--- src/rtl/pipelined_adder_pkg.sv ---
// ---------------------------------------------------------------------------
// pipelined_adder_pkg
//   Shared definitions for the pipelined ripple-carry adder:
//     - DEFAULT_WIDTH / DEFAULT_STAGES : default operand width and depth
//     - slice_width()                  : per-stage carry-slice width
//   The WIDTH % STAGES legality check is elaborated in pipelined_adder.
// ---------------------------------------------------------------------------
package pipelined_adder_pkg;

    localparam int DEFAULT_WIDTH  = 16;
    localparam int DEFAULT_STAGES = 4;

    // Bits handled by one pipeline stage.
    function automatic int slice_width(input int width, input int stages);
        return width / stages;
    endfunction

endpackage

--- src/rtl/pipelined_adder_slice.sv ---
// ---------------------------------------------------------------------------
// pipelined_adder_slice
//   Combinational W-bit ripple-carry adder, one full-adder cell per bit.
//   Ports:
//     a, b : W-bit operands
//     ci   : carry-in
//     s    : W-bit sum
//     co   : carry-out of the top bit
// ---------------------------------------------------------------------------
module pipelined_adder_slice
    import pipelined_adder_pkg::*;
#(
    parameter int W = 4
) (
    input  logic [W-1:0] a,
    input  logic [W-1:0] b,
    input  logic         ci,
    output logic [W-1:0] s,
    output logic         co
);

    logic [W:0] carry;

    assign carry[0] = ci;

    for (genvar gi = 0; gi < W; gi++) begin : g_fa
        // Full-adder cell: sum and majority carry.
        assign s[gi]        = a[gi] ^ b[gi] ^ carry[gi];
        assign carry[gi+1]  = (a[gi] & b[gi]) | (carry[gi] & (a[gi] ^ b[gi]));
    end

    assign co = carry[W];

endmodule

--- src/rtl/pipelined_adder.sv ---
// ---------------------------------------------------------------------------
// pipelined_adder
//   WIDTH-bit ripple-carry adder split into STAGES carry slices, one slice per
//   clock, with valid/ready handshakes on both sides. Latency is STAGES cycles,
//   throughput one result per cycle.
//
//   Optional feature macro: PIPELINED_ADDER_SUB_EN
//     defined   : 'sub' port exists; sub=1 computes a-b (b inverted, carry-in
//                 forced to 1, ci ignored; co=1 means no borrow)
//     undefined : no 'sub' port; plain a+b+ci
//
//   Ports:
//     clk, nrst          : clock, asynchronous active-low reset
//     in_valid/in_ready  : input handshake (in_ready = !out_valid || out_ready)
//     a, b, ci, [sub]    : operands, carry-in, [subtract mode]
//     out_valid/out_ready: output handshake
//     s, co, ovf         : sum, carry-out of MSB, signed overflow
// ---------------------------------------------------------------------------
module pipelined_adder
    import pipelined_adder_pkg::*;
#(
    parameter int WIDTH  = DEFAULT_WIDTH,
    parameter int STAGES = DEFAULT_STAGES
) (
    input  logic             clk,
    input  logic             nrst,
    input  logic             in_valid,
    output logic             in_ready,
    input  logic [WIDTH-1:0] a,
    input  logic [WIDTH-1:0] b,
    input  logic             ci,
`ifdef PIPELINED_ADDER_SUB_EN
    input  logic             sub,
`endif
    output logic             out_valid,
    input  logic             out_ready,
    output logic [WIDTH-1:0] s,
    output logic             co,
    output logic             ovf
);

    localparam int SLICE = slice_width(WIDTH, STAGES);

    if (STAGES < 1 || (WIDTH % STAGES) != 0) begin : g_bad_cfg
        $error("pipelined_adder: WIDTH must be a multiple of STAGES (STAGES >= 1)");
    end

    // Whole pipe advances together; it only holds when a result is stuck
    // at the output.
    logic en;
    assign en       = !out_valid || out_ready;
    assign in_ready = en;

    // Effective second operand and carry-in.
    logic [WIDTH-1:0] b_eff;
    logic             c_first;

    always_comb begin
`ifdef PIPELINED_ADDER_SUB_EN
        b_eff   = sub ? ~b : b;
        c_first = sub ? 1'b1 : ci;
`else
        b_eff   = b;
        c_first = ci;
`endif
    end

    for (genvar gi = 0; gi < STAGES; gi++) begin : g_stage
        // LO_W: result bits finished before this stage.
        // UP_W: operand bits not yet consumed when entering this stage.
        localparam int LO_W = gi * SLICE;
        localparam int UP_W = WIDTH - LO_W;

        logic [UP_W-1:0]      a_in;
        logic [UP_W-1:0]      b_in;
        logic                 c_in;
        logic                 v_in;
        logic [SLICE-1:0]     slc_s;
        logic                 slc_co;
        logic [LO_W+SLICE-1:0] sum_new;

        logic                  v_q, v_d;
        logic                  c_q, c_d;
        logic [LO_W+SLICE-1:0] sum_q, sum_d;

        if (gi == 0) begin : g_src
            assign a_in    = a;
            assign b_in    = b_eff;
            assign c_in    = c_first;
            assign v_in    = in_valid;
            assign sum_new = slc_s;
        end else begin : g_src
            assign a_in    = g_stage[gi-1].g_skew.a_q;
            assign b_in    = g_stage[gi-1].g_skew.b_q;
            assign c_in    = g_stage[gi-1].c_q;
            assign v_in    = g_stage[gi-1].v_q;
            assign sum_new = {slc_s, g_stage[gi-1].sum_q};
        end

        // The lowest unconsumed slice is always at the bottom of a_in/b_in.
        pipelined_adder_slice #(
            .W (SLICE)
        ) u_slice (
            .a  (a_in[SLICE-1:0]),
            .b  (b_in[SLICE-1:0]),
            .ci (c_in),
            .s  (slc_s),
            .co (slc_co)
        );

        always_comb begin
            v_d   = v_q;
            c_d   = c_q;
            sum_d = sum_q;
            if (en) begin
                v_d   = v_in;
                c_d   = slc_co;
                sum_d = sum_new;
            end
        end

        always_ff @(posedge clk or negedge nrst) begin
            if (!nrst) begin
                v_q   <= 1'b0;
                c_q   <= 1'b0;
                sum_q <= '0;
            end else begin
                v_q   <= v_d;
                c_q   <= c_d;
                sum_q <= sum_d;
            end
        end

        // Skew registers carry the still-unused upper operand bits forward;
        // the operand MSBs ride along to the last stage for overflow.
        if (gi < STAGES - 1) begin : g_skew
            logic [UP_W-SLICE-1:0] a_q, a_d;
            logic [UP_W-SLICE-1:0] b_q, b_d;

            always_comb begin
                a_d = a_q;
                b_d = b_q;
                if (en) begin
                    a_d = a_in[UP_W-1:SLICE];
                    b_d = b_in[UP_W-1:SLICE];
                end
            end

            always_ff @(posedge clk or negedge nrst) begin
                if (!nrst) begin
                    a_q <= '0;
                    b_q <= '0;
                end else begin
                    a_q <= a_d;
                    b_q <= b_d;
                end
            end
        end

        if (gi == STAGES - 1) begin : g_last
            logic ovf_q, ovf_d;

            // Same-sign operands producing a sum of the other sign.
            always_comb begin
                ovf_d = ovf_q;
                if (en) begin
                    ovf_d = (a_in[SLICE-1] == b_in[SLICE-1]) &&
                            (slc_s[SLICE-1] != a_in[SLICE-1]);
                end
            end

            always_ff @(posedge clk or negedge nrst) begin
                if (!nrst) begin
                    ovf_q <= 1'b0;
                end else begin
                    ovf_q <= ovf_d;
                end
            end
        end
    end

    assign out_valid = g_stage[STAGES-1].v_q;
    assign s         = g_stage[STAGES-1].sum_q;
    assign co        = g_stage[STAGES-1].c_q;
    assign ovf       = g_stage[STAGES-1].g_last.ovf_q;

endmodule

--- config.mk ---
export PLATFORM = sky130hd
export DESIGN_NAME = pipelined_adder
export DESIGN_NICKNAME = d
export VERILOG_FILES = /design/src/rtl/pipelined_adder_pkg.sv /design/src/rtl/pipelined_adder_slice.sv /design/src/rtl/pipelined_adder.sv
export SDC_FILE = /design/constraint.sdc
export NUM_CORES = 1
export LEC_CHECK = 0
export ABC_AREA = 1
export ABC_CLOCK_PERIOD_IN_PS = 6100
export CAP_MARGIN = 20
export CORE_MARGIN = 10
export CORE_UTILIZATION = 40
export CTS_BUF_LIST = sky130_fd_sc_hd__clkbuf_4 sky130_fd_sc_hd__clkbuf_8 sky130_fd_sc_hd__clkbuf_16
export DETAILED_ROUTE_END_ITERATION = 7
export PLACE_DENSITY = 0.69
export SYNTH_ARGS = -nofsm -noshare
export SYNTH_HDL_FRONTEND = slang
export SYNTH_SLANG_ARGS = --single-unit
--- constraint.sdc ---
create_clock -name clk -period 6.1 [get_ports clk]
set_clock_uncertainty 0.05 [all_clocks]
set_input_delay 1.22 -clock clk [delete_from_list [all_inputs] [get_ports clk]]
set_output_delay 1.22 -clock clk [all_outputs]
set_load 0.005 [all_outputs]
== Word-level counts from Yosys, hierarchy flattened ==
Index checks and enable logic that the tools add are counted.
Storage, ports and cells
  flip-flop bits (word level): 97
  bits of input ports: 37
  output and inout bits: 20
  word-level logic and storage cells: 104
Operators by class
  equality and inequality tests: 2
  bitwise operators: 80
  reductions and logical operators: 3
Operator list (number)
  1-bit bitwise AND: 32
  1-bit bitwise XOR: 32
  1-bit bitwise OR: 16
  1-bit equality test: 1
  1-bit logical AND: 1
  1-bit logical NOT: 1
  1-bit logical OR: 1
  1-bit != test: 1

== Depth between registers and ports, before layout ==
  word-level depth: 10
  gate-level depth with buffers: 10
  mapped depth without buffers: 10

== Modules after synthesis ==
From an unflattened synthesis, not the netlist that was laid out.
Second synthesis, totals
  cell total of the unflattened synthesis: 460
  area total of the unflattened synthesis: 4127.7 um^2
By module, submodules not included
  pipelined_adder: instances 1, cells each 404, area an instance 3657.3 um^2, seq. area each 2427.3 um^2
  pipelined_adder_slice: instances 4, cells each 14, area an instance 117.6 um^2, seq. area each 0.0 um^2

== Worst setup path after synthesis ==
No wires, ideal clock.
  kind: input -> register
  start: in a[0]
  end: reg g_stage[0].sum_q[3]
  setup time: 0.083 ns
  arrival: 2.811 ns
  data required time: 5.967 ns
  path slack: 3.156 ns
  cell stages on the path: 8
  buffers on the path: 0
  cell sequence: fa_1 > inv_1 > fa_1 > inv_1 > fa_1 > inv_1 > fa_1 > o21ai_0
On the way
  cells in the longest elaborated chain, start to end: 8
  elaborated cells between the ends (all ways): 9
  those cells by class: 9 x bitwise
Ends and longest elaborated chain
  from (decl): line pipelined_adder.sv:29  | input logic [WIDTH-1:0] a,
  1-bit bitwise XOR: line pipelined_adder_slice.sv:29  | assign carry[gi+1] = (a[gi] & b[gi]) | (carry[gi] & (a[gi] ^ b[gi]));
  1-bit bitwise AND: line pipelined_adder_slice.sv:29
  1-bit bitwise OR (*): line pipelined_adder_slice.sv:29
  1-bit bitwise AND (*): line pipelined_adder_slice.sv:29
  1-bit bitwise OR (*): line pipelined_adder_slice.sv:29
  1-bit bitwise AND (*): line pipelined_adder_slice.sv:29
  1-bit bitwise OR (*): line pipelined_adder_slice.sv:29
  1-bit bitwise XOR (*): line pipelined_adder_slice.sv:28  | assign s[gi] = a[gi] ^ b[gi] ^ carry[gi];
  to (signal assigned): line pipelined_adder.sv:130  | sum_q <= sum_d;
  to (decl): line pipelined_adder.sv:84  | logic [LO_W+SLICE-1:0] sum_q, sum_d;
Mark *: on every way between the ends. The rest lies on a longest branch, timed or not.
A chain may end at the register's enable or synchronous reset.

== Worst setup path in the final report ==
  start: in out_ready
  end: out in_ready
On the way
  cells in the longest elaborated chain, start to end: 1
Ends and longest elaborated chain
  from (decl): line pipelined_adder.sv:36  | input logic out_ready,
  1-bit logical OR: line pipelined_adder.sv:51  | assign en = !out_valid || out_ready;
  to (decl): line pipelined_adder.sv:28  | output logic in_ready,
No other way between the ends.

==> metrics.md <==
| Metric | Value |
|---|---|
| Core area | `0.009774 mm²` |
| Setup crit start | `out_ready` |
| Fin Setup TNS | `0 ns` |
| Max_slew headroom | `0.4224` |
| Part of the power in registers | `0.480` |
| Clock transition at the registers of the reported paths | `0.09 ns` |
| Register area | `0.002427 mm²` |
| Netlist Area Pre-Place | `0.004024 mm²` |
| Cts repair resizes | `0` |
| WHS | `0.4243 ns` |
| First-pass GRT wire length | `13340 µm` |
| End point of the critical path | `in_ready` |
| Input/output buffers | `56` |
| Worst hold path class | `reg2reg` |
| Pre-antenna DRT Iters | `4` |
| RSZ-0062 raised after global routing | `no` |
| Critical path's slowest cell | `clkdlybuf4s50_1` |
| Synth Instances | `427` |
| CTS tree | `built` |
| Fmax | `274.5 MHz` |
| Syn-to-layout area delta | `20.71%` |
| Slew Limit Fails | `0` |
| Most common cell after layout, fill and taps aside | `nand2_1` |
| WL final | `7542 µm` |
| Drt drc | `0` |
| Count of final hold-check violations | `0` |
| Placed cell count | `599` |
| Crit end category | `output pin` |
| Worst Path Required | `4.83 ns` |
| Reg2reg setup slack | `3.68 ns` |
| Worst skew pair latency | `0.36 ns` |
| Largest net degree at the start of global routing | `98` |
| Pleak | `2.454 nW` |
| Yosys cell types | `15` |
| PwrDens | `457.2 mW/mm²` |
| Final instance area | `0.004857 mm²` |
| CP Max Fanout | `2` |
| Clk root buf | `clkbuf_8` |
| Ys Warns | `0` |
| Proportion of layout cells with a drive suffix above 1 | `0.04564` |
| Worst slew pin tran | `0.8665 ns` |
| Die Y | `120.3 µm` |
| HPWL after DPL | `5135 µm` |
| GRT Total Usage | `0.1118` |
| Final worst-path cycle share | `0.5971` |
| Gpl congestion | `0.7335` |
| Crit Path Category | `in2out` |
| Via/cell ratio | `4.390` |
| CP Launch Type | `input pin` |
| FF-to-FF End | `ovf` |
| Tmin final | `3.643 ns` |
| CP Buf/Inv Count | `3` |
| DP Area | `0.004663 mm²` |
| Routed WL per cell | `12.26 µm` |
| Total global routing overflow | `0` |
| Vias | `2700` |
| Die footprint | `0.01447 mm²` |
| Syn_nets | `481` |
| Nets | `531` |
| Most frequent cells in the layout | `nand2_1, dfrtp_1, clkdlybuf4s50_1` |
| IO Count | `57` |
| P_int | `0.001445 W` |
| Sw frac | `0.3493` |
| H-Tree Depth | `3` |
| Worst r2r src | `g_stage[2].c_q` |
| Vias in the first global route | `2833` |
| Syn avg cell area | `9.424 µm²` |
| Die Width | `120.3 µm` |
| First-iteration detailed-routing DRC count | `117` |
| Clk buf depth | `2` |
| Register area share after synthesis | `0.6032` |
| Post-CTS setup buffers | `0` |
| Num CTS Buffers | `9` |
| Crit-path max cell delay | `0.52 ns` |
| CTS Hold Bufs | `0` |
| Clk pwr share | `0.184` |
| Sink Count | `97` |
| R2R cell count | `10` |
| CP Cell Sequence | `clkdlybuf4s50_1 -> nor2_4 -> inv_2 -> clkdlybuf4s50_1` |
| VDD IR max | `0.0001505 V` |
| Comb pwr share | `0.336` |
| Fill cell count | `924` |
| Rows | `36` |
| Psw | `0.0007757 W` |
| #FFs+latches synth | `97` |
| Worst path arrival time | `2.37 ns` |
| Routed Antenna Nets | `0` |
| Final core utilization | `0.4969` |
| Critical path's most frequent cell | `clkdlybuf4s50_1` |
| Worst path depth | `4` |
| Area of the multi-input gates | `0.001354 mm²` |
| Non-Filler Instances | `615` |
| Initial antenna violation count | `0` |
| Starting density of the core | `0.4117` |
| Max-Cap Viols | `0` |
| Status | `completed` |
| Largest delay share family, worst path | `buffers and inverters` |
| Finish-stage setup viols | `0` |
| Diode count | `0` |
sequential cells by signal (all words and copies together), names as in the netlist:
register            count
co                      1
g_stage.v_q             3
g_stage.c_q             3
ovf                     1
g_stage.g_skew.b_q     24
g_stage.sum_q          24
out_valid               1
s                      16
g_stage.g_skew.a_q     24
power groups by stage:
stage	Combinational [W]	Clock (W)	Sequential, W
finish	0.000746	0.000409	0.00107
global route	0.000887	0.000448	0.00110
CTS	0.000770	0.000421	0.00107
detailed placement	0.000763	0	0.00108
global placement	0.000746	0	0.00107
floorplan	0.000491	0	0.00105
synthesized netlist by cell type:
cell type,n,area share
buf_4,1,0.0019
ha_1,1,0.0031
inv_2,1,0.00093
nand2_1,219,0.20
buf_2,11,0.014
inv_1,35,0.033
buf_6,2,0.0056
nor2_4,1,0.0028
clkbuf_1,6,0.0056
fa_1,16,0.080
xnor2_1,1,0.0022
o21ai_0,30,0.037
dfrtp_1,97,0.60
o21ai_1,5,0.0062
nor2_1,1,0.00093
worst min path at each step:
stage	slack (ns)	start	to	cells after the start
2_1_floorplan	0.37	g_stage[2].v_q	out_valid	2
3_3_place_gp	0.38	g_stage[2].v_q	out_valid	2
3_5_place_dp	0.40	g_stage[0].g_skew.b_q[11]	g_stage[1].g_skew.b_q[7]	2
4_1_cts	0.42	g_stage[0].g_skew.b_q[11]	g_stage[1].g_skew.b_q[7]	2
5_1_grt	0.44	g_stage[2].v_q	out_valid	2
6_report	0.42	g_stage[0].g_skew.b_q[9]	g_stage[1].g_skew.b_q[5]	2
cell families (layout without fill, tap and decap cells):
logic type | count (synthesis) | count (layout) | synth area share
compound gates | 35 | 35 | 0.04353
flops | 97 | 97 | 0.6032
xor+xnor | 1 | 1 | 0.002177
simple gates | 221 | 221 | 0.2080
fa+ha+maj | 17 | 17 | 0.08271
buf+inv | 56 | 111 | 0.06032
area by class of cell:
cell class / instances / area share
Clock buffer: 9 / 0.02550
Clock inverter: 7 / 0.01443
Inverter: 36 / 0.02782
Multi-Input combinational cell: 274 / 0.2787
Sequential cell: 97 / 0.4997
Tap cell: 133 / 0.03426
Timing Repair Buffer: 59 / 0.1195
worst register-to-register path: cells and delay by family, from the launching register on:
kind / cells / cell delay [ns]
fa+ha+maj: 4 / 1.39
flops: 1 / 0.41
buf+inv: 3 / 0.20
xor+xnor: 1 / 0.14
simple gates: 2 / 0.11
per-layer routing:
metal	vias up	part of all wire	GRT usage
li1	1373	-	-
met1	1275	0.48	0.1470
met2	42	0.45	0.1678
met3	10	0.047	0.02885
met4	0	0.021	0.05656
met5	-	0	0
stage by stage:
stage,power [W],worst slack [ns]
after global routing,0.002438,2.397
final,0.002221,2.457
after floorplan,0.001541,3.156
after global placement,0.001816,2.440
after detailed placement,0.001845,2.456
after CTS,0.002260,2.440
No activity file was read; power rests on OpenSTA's default activity.
